### src/rtl/keypad_scanner_if.sv
// keypad_scanner_if: keypad matrix drive/sense plus the key strobe toward the lock controller
interface keypad_scanner_if;
    logic [3:0] row_in;
    logic [3:0] col_out;
    logic       valid_out;
    logic [3:0] key_out;
    modport master (input row_in, output col_out, valid_out, key_out);
    modport slave (output row_in, input col_out, valid_out, key_out);
endinterface

### src/rtl/keypad_scanner.sv
// keypad_scanner: scans a 4x4 active-low keypad, debounces, and emits one key code pulse per press
module keypad_scanner #(
    parameter int SCAN_CYCLES     = 4,
    parameter int DEBOUNCE_CYCLES = 4
) (
    input logic               clk,
    input logic               reset,
    keypad_scanner_if.master  kp
);
    localparam int DW = $clog2(DEBOUNCE_CYCLES + 1);
    localparam int SW = $clog2(SCAN_CYCLES);
    localparam logic [3:0] KEY_MAP [16] = '{
        4'd1,  4'd2, 4'd3,  4'd11,
        4'd4,  4'd5, 4'd6,  4'd12,
        4'd7,  4'd8, 4'd9,  4'd13,
        4'd10, 4'd0, 4'd15, 4'd14
    };
    typedef enum logic [1:0] {SCAN, DEBOUNCE, EMIT, HOLD} state_t;
    state_t         state, next;
    logic [3:0]     row_m, row_s, cap_row;
    logic [1:0]     idx, row_idx;
    logic [SW-1:0]  dwell;
    logic [DW-1:0]  deb_cnt, rel_cnt;
    logic           last_dwell, one_key, deb_done, rel_done;
    // a single zero row bit means exactly one key in this column; more is a ghost/multi-press
    assign last_dwell = dwell == SW'(SCAN_CYCLES - 1);
    assign one_key    = row_s != 4'hF && ((~row_s) & ((~row_s) - 4'd1)) == 4'h0;
    assign deb_done   = row_s == cap_row && int'(deb_cnt) + 1 >= DEBOUNCE_CYCLES;
    assign rel_done   = row_s == 4'hF && int'(rel_cnt) + 1 >= DEBOUNCE_CYCLES;
    assign row_idx    = !cap_row[0] ? 2'd0 : !cap_row[1] ? 2'd1 : !cap_row[2] ? 2'd2 : 2'd3;
    always_ff @(posedge clk) begin
        if (reset) begin
            state        <= SCAN;
            row_m        <= 4'hF;
            row_s        <= 4'hF;
            cap_row      <= 4'hF;
            idx          <= 2'd0;
            dwell        <= '0;
            deb_cnt      <= '0;
            rel_cnt      <= '0;
            kp.valid_out <= 1'b0;
            kp.key_out   <= 4'h0;
        end else begin
            state        <= next;
            row_m        <= kp.row_in;
            row_s        <= row_m;
            kp.valid_out <= next == EMIT;
            if (next == EMIT)
                kp.key_out <= KEY_MAP[{row_idx, idx}];
            case (state)
                SCAN: begin
                    if (last_dwell && one_key) begin
                        cap_row <= row_s;
                        deb_cnt <= DW'(1);
                        dwell   <= '0;
                    end else if (last_dwell) begin
                        idx   <= idx + 2'd1;
                        dwell <= '0;
                    end else
                        dwell <= dwell + 1'b1;
                end
                DEBOUNCE: begin
                    if (row_s != cap_row) begin
                        deb_cnt <= '0;
                        dwell   <= '0;
                    end else if (int'(deb_cnt) < DEBOUNCE_CYCLES)
                        deb_cnt <= deb_cnt + 1'b1;
                end
                EMIT: rel_cnt <= '0;
                HOLD: begin
                    if (row_s != 4'hF)
                        rel_cnt <= '0;
                    else if (rel_done) begin
                        rel_cnt <= '0;
                        idx     <= 2'd0;
                        dwell   <= '0;
                    end else
                        rel_cnt <= rel_cnt + 1'b1;
                end
            endcase
        end
    end
    always_comb
        next = state == SCAN     ? (last_dwell && one_key ? DEBOUNCE : SCAN) :
               state == DEBOUNCE ? (row_s != cap_row ? SCAN : deb_done ? EMIT : DEBOUNCE) :
               state == EMIT     ? HOLD :
                                   (rel_done ? SCAN : HOLD);
    always_comb
        kp.col_out = ~(4'b0001 << idx);
endmodule

### src/flat_wrapper.sv
// flat-port wrapper written by rule: the top's interface ports become plain ports
module keypad_scanner_flat 
#(
    parameter int SCAN_CYCLES     = 4,
    parameter int DEBOUNCE_CYCLES = 4
)
  (clk, reset, kp_row_in, kp_col_out, kp_valid_out, kp_key_out);
  keypad_scanner_if kp_i ();
  input logic clk;
  input logic reset;
  input wire logic [$bits(kp_i.row_in)-1:0] kp_row_in;
  output wire logic [$bits(kp_i.col_out)-1:0] kp_col_out;
  output wire logic [$bits(kp_i.valid_out)-1:0] kp_valid_out;
  output wire logic [$bits(kp_i.key_out)-1:0] kp_key_out;
  assign kp_i.row_in = kp_row_in;
  assign kp_col_out = kp_i.col_out;
  assign kp_valid_out = kp_i.valid_out;
  assign kp_key_out = kp_i.key_out;
  keypad_scanner #(.SCAN_CYCLES(SCAN_CYCLES), .DEBOUNCE_CYCLES(DEBOUNCE_CYCLES)) u_core (.clk(clk), .reset(reset), .kp(kp_i));
endmodule
### config.mk
export PLATFORM = sky130hd
export DESIGN_NAME = keypad_scanner_flat
export DESIGN_NICKNAME = d
export VERILOG_FILES = /design/src/rtl/keypad_scanner_if.sv /design/src/rtl/keypad_scanner.sv /design/src/flat_wrapper.sv
export SDC_FILE = /design/constraint.sdc
export NUM_CORES = 1
export LEC_CHECK = 0
export CAP_MARGIN = 20
export CELL_PAD_IN_SITES_DETAIL_PLACEMENT = 2
export CELL_PAD_IN_SITES_GLOBAL_PLACEMENT = 2
export CORE_ASPECT_RATIO = 0.6
export CORE_MARGIN = 3
export CORE_UTILIZATION = 40
export CTS_BUF_LIST = sky130_fd_sc_hd__clkbuf_4
export CTS_CLUSTER_DIAMETER = 200
export DETAILED_ROUTE_END_ITERATION = 10
export DONT_BUFFER_PORTS = 1
export HOLD_SLACK_MARGIN = 0.08
export MAX_ROUTING_LAYER = met4
export PLACE_DENSITY_LB_ADDON = 0.1
export SYNTH_ARGS = -nofsm -noshare
export SYNTH_HDL_FRONTEND = slang
export SYNTH_SLANG_ARGS = --single-unit
### constraint.sdc
create_clock -name clk -period 4.6 [get_ports clk]
set_clock_uncertainty 0.15 [all_clocks]
set_input_delay 0 -clock clk [delete_from_list [all_inputs] [get_ports clk]]
set_output_delay 0 -clock clk [all_outputs]
set_load 0.05 [all_outputs]
# Word level (Yosys, flattened, before mapping)
# Memory sizes are Yosys's and may differ from the RTL's. A register that Yosys moved wholly into a read port is not among the register bits.
# Cells that the tools add are included.
op_classes:
  n_addsub: 7
  n_lt_le_gt_ge: 3
  n_eq_ne: 16
  n_shift: 1
  mux: 26
  n_bitwise: 4
  n_reduce_logical: 14
ops:
  columns: ["operator", "count"]
  rows:
  - ["32-bit by 4-bit >= comparator with 1-bit output, second input constant", 2]
  - ["2-bit two-way mux", 15]
  - ["3-bit two-way mux", 5]
  - ["3-bit case mux with 2 select lines", 2]
  - ["3-bit by 1-bit adder with 4-bit output, second input constant", 2]
  - ["2-bit equality test, second input constant", 4]
  - ["2-bit by 1-bit != test with 1-bit output, second input constant", 4]
  - ["4-bit NOT", 2]
  - ["3-bit by 1-bit adder with 3-bit output, second input constant", 2]
  - ["2-bit case mux with 3 select lines", 1]
  - ["2-bit nonzero test", 3]
  - ["4-bit NOT with 5-bit output", 1]
  - ["5-bit AND reduction", 1]
  - ["2-bit by 1-bit adder with 2-bit output, second input constant", 2]
  - ["4-bit AND", 1]
  - ["4-bit equality test", 1]
  - ["4-bit equality test, second input constant", 1]
  - ["1-bit logical AND", 4]
  - ["4-bit logical NOT", 1]
  - ["2-bit != test, second input constant", 2]
  - ["4-bit != test", 1]
  - ["4-bit != test, second input constant", 1]
  - ["2-bit case mux with 2 select lines", 1]
  - ["4-bit AND reduction", 1]
  - ["10 further kinds", 11]
totals:
  ff_bits: 25
  romBits: 64
  input_bits: 6
  out_inout_bits: 9
  memories: 1
memory_table:
  columns: ["name", "words", "width", "rd", "rd_ports_with_merged_regs", "write_ports", "line_no", "rtl"]
  rows:
  - ["(no name shown)", 16, 4, 1, 1, 0, "keypad_scanner.sv:49", "kp.key_out <= KEY_MAP[{row_idx, idx}];"]

# Longest topological paths before layout
depth:
  word_depth: 9
  depth_mapped: 6
  mapped_depth_nobuf: 6

# Worst setup path before layout
# OpenSTA, ideal clock, no wires.
synth_path:
  path_type: "register to register"
  startpoint: "reg u_core.idx[0]"
  endpoint: "reg u_core.kp.key_out[1]"
  arrival_time_ns: 1.405
  t_required_ns: 4.318
  path_slack_ns: 2.913
  stages_incl_launch_ff: 7
  n_path_buf: 0
  period_less_slack_ns: 1.687
  cell_sequence: "dfxtp_1 -> inv_1 -> ha_1 -> inv_1 -> o21ai_0 -> o2111ai_1 -> a21oi_1"
synth_between:
  elab_chain_len: 1
synth_lines:
  columns: ["item", "line_no", "rtl"]
  rows:
  - ["start: declaration", "keypad_scanner.sv:21", "logic [1:0] idx, row_idx;"]
  - ["start signal: assignment", "keypad_scanner.sv:57", "idx <= idx + 2'd1;"]
  - ["4-bit NOT with 5-bit output (implied by the code)", "keypad_scanner.sv:49", null]
  - ["end: declaration", "keypad_scanner_if.sv:7", "modport master (input row_in, output col_out, valid_out, key_out);"]
# Every way passes these cells.
# A chain may end at the register's enable or synchronous reset.

# Worst setup path after layout
# Ends and elaborated chain as after synthesis.

==> qor.csv <==
metric,value,unit
largest cells by area after synthesis,"dfxtp_1 (36%), ha_1 (7.0%), or2_2 (3.9%), a21oi_1 (3.1%), mux2i_1 (3.1%)",
Rel. slew slack,29.3,%
worst skew pair latency,330,ps
H-tree depth,2,
I/O pin total,15,
Final Setup Violations,0,
Crit path largest cell delay,490,ps
fmax,529,MHz
GPL Wtd Cong,0.803,
"most used cell, CP",inv_1,
Tot GR Track Use,20.5,%
reg2reg setup slack,2710,ps
Max Transition Viols Final,0,
max_cap viols,0,
first-pass GRT wire length,7040,µm
hold path depth,2,
storage element area,581,µm²
status,finished clean,
syn avg cell area,9.37,µm²
# clock sinks,29,
synth warn,0,
top-area cell type share of the netlist area,36.0,%
TritonCTS Buffers,5,
Buf/Inv on CP,2,
CP startpoint,u_core.idx[0],
synthesis-to-layout area growth,6.99,%
worst setup path endpoint,u_core.kp.key_out[1],
crit path cell chain,inv_1 > ha_1 > inv_1 > o21ai_0 > o2111ai_1 > a21oi_1,
min cycle time layout,1890,ps
Core Area,3760,µm²
dpl hpwl,2970,µm
DR vias/cell,5.80,
"FF+latch count, synth",29,
Post-Place Setup Slack,2750,ps
area of the multi-input gates,912,µm²
largest area contributor in the netlist,dfxtp_1,
initial DRC count,61,
Post-synth ARST share,0,%
buffers added on ports,0,
vias in the first global route,1333,
FF-to-FF path depth,6,
FF-to-FF Start,u_core.idx[0],
Final ANT Viol Nets,0,
crit path max fanout,8,
Fill cells,394,
Setup WS post-layout,2710,ps
row count,17,
Critical Path Source Type,register,
Syn Std Cell Area,1610,µm²
final wirelength,4260,µm
syn nets,187,
CP top delay family,flip-flops,
Leak,0.702,nW
layout cells sized above 1,16.5,%
Fin Setup TNS,0,ps
CTS tree,built,
root buffer cell,clkbuf_4,
CTS resizes,0,
actual slew at the worst max-slew pin,1060,ps
Vias,1299,
commonest cells in the netlist,"dfxtp_1 (29), nand2_1 (13), inv_1 (11), a21oi_1 (10), or2_2 (10)",
r2r endpoint,u_core.kp.key_out[1],
CP endpoint kind,register,
Clock Path Buffers,2,
Overflow after GRT,0,
RSZ-0062 raised after global routing,no,
Starting Density,42.8,%
"CTS clk-pin slew, worst paths",100,ps
Worst path slowest cell,dfxtp_1,
die height,55.2,µm
Worst EP arrival,1920,ps
chip width,87.9,µm
sequential element share of the synthesized area,36.0,%
most frequent cell after synthesis,dfxtp_1,
CTS Hold Bufs,5,
die area,4850,µm²
HP Class,input port to register,
Max VDD drop,0.144,mV
DRT Pass-1 Iters,4,
final worst path period share,41.1,%
Stages on worst setup path,6,
drt wl/cell,19.0,µm
WP data required,4630,ps
drc violations,0,
final hold violations,0,
number of distinct library cells after synthesis,50,
initial antenna violation count,1,
Final nets,190,
largest net degree at the start of global routing,31,
Setup Buffers After CTS,0,
crit path kind,register to register,
ys flop type,dfxtp_1,
number of synthesized flops with an enable pin,0,
cell count after synthesis,172,
PwrDens,315,nW/µm²
==> cell families (layout without fill, tap and decap cells) <==
kind of cell,count (synthesis),in the layout,synth area share [%]
buffers and inverters,20,24,7.38
xor gates and xnor gates,5,5,2.72
and+or+nand+nor,56,56,19.9
muxes,5,5,3.11
other,0,1,0
AOI/OAI and AO/OA,48,48,23.9
DFF,29,29,36.0
adders and majority gates,9,9,6.99
==> power breakdown <==
group	switching [mW]	internal (mW)	leakage [nW]
Combinational	0.0409	0.0235	0.427
Sequential	0.00882	0.259	0.236
Clock	0.0992	0.112	0.0389
==> layout by cell type (no fill, tap or decap), types with 3 or more instances in the layout <==
cell type       n
a211oi_1        4
a21oi_1        10
and2_1          3
clkbuf_4        5
dfxtp_1        29
dlygate4sd3_1   5
ha_1            9
inv_1          11
mux2i_1         5
nand2_1        13
nor2_1          9
nor3_1          3
o21ai_0         6
o22ai_1         3
or2_2          10
xnor2_1         5
==> layout make-up <==
class                           instances  share of cell area [%]
Antenna cell                            1                   0.145
Clock inverter                          3                    2.39
Clock buffer                            5                    2.18
Multi-Input combinational cell        123                    52.9
Inverter                               11                    2.39
Sequential cell                        29                    33.7
Timing Repair Buffer                    5                    2.90
Tap cell                               47                    3.41
==> metal layers <==
| layer | track usage [%] | share of wire, % |
|---|---|---|
| met2 | 32.0 | 44 |
| met5 | - | 0 |
| met4 | 8.67 | 2.8 |
| met3 | 5.03 | 4.3 |
| met1 | 25.8 | 49 |
==> flip-flops by register name, summed over array words and instances (netlist names) <==
register,flops
u_core.cap_row,4
u_core.kp.key_out,4
u_core.row_m,4
u_core.row_s,4
u_core.deb_cnt,3
u_core.rel_cnt,3
u_core.dwell,2
u_core.idx,2
u_core.state,2
u_core.kp.valid_out,1
==> worst min path at each step <==
| stage | start | slack, ps | endpoint |
|---|---|---|---|
| 2_1_floorplan | kp_row_in[0] | -50 | u_core.row_m[0] |
| 3_3_place_gp | reset | -80 | u_core.rel_cnt[0] |
| 3_5_place_dp | reset | -80 | u_core.rel_cnt[1] |
| 4_1_cts | kp_row_in[2] | 120 | u_core.row_m[2] |
| 5_1_grt | kp_row_in[0] | 120 | u_core.row_m[0] |
| 6_report | kp_row_in[0] | 140 | u_core.row_m[0] |
==> stage by stage <==
step / cell area, µm² / power (mW) / hold slack (ps) / util, % / instances
floorplan: 1610 / 0.323 / -46.2 / - / 172
global placement: 1590 / 0.324 / -77.1 / 42.3 / 210
detailed placement: 1590 / 0.330 / -75.6 / 42.3 / 210
CTS: 1720 / 0.553 / 118 / 45.7 / 223
global route: 1720 / 0.577 / 121 / 45.8 / 224
finish: 1720 / 0.544 / 144 / 45.8 / 224
Note: power is estimated with default switching activity, not from simulation.
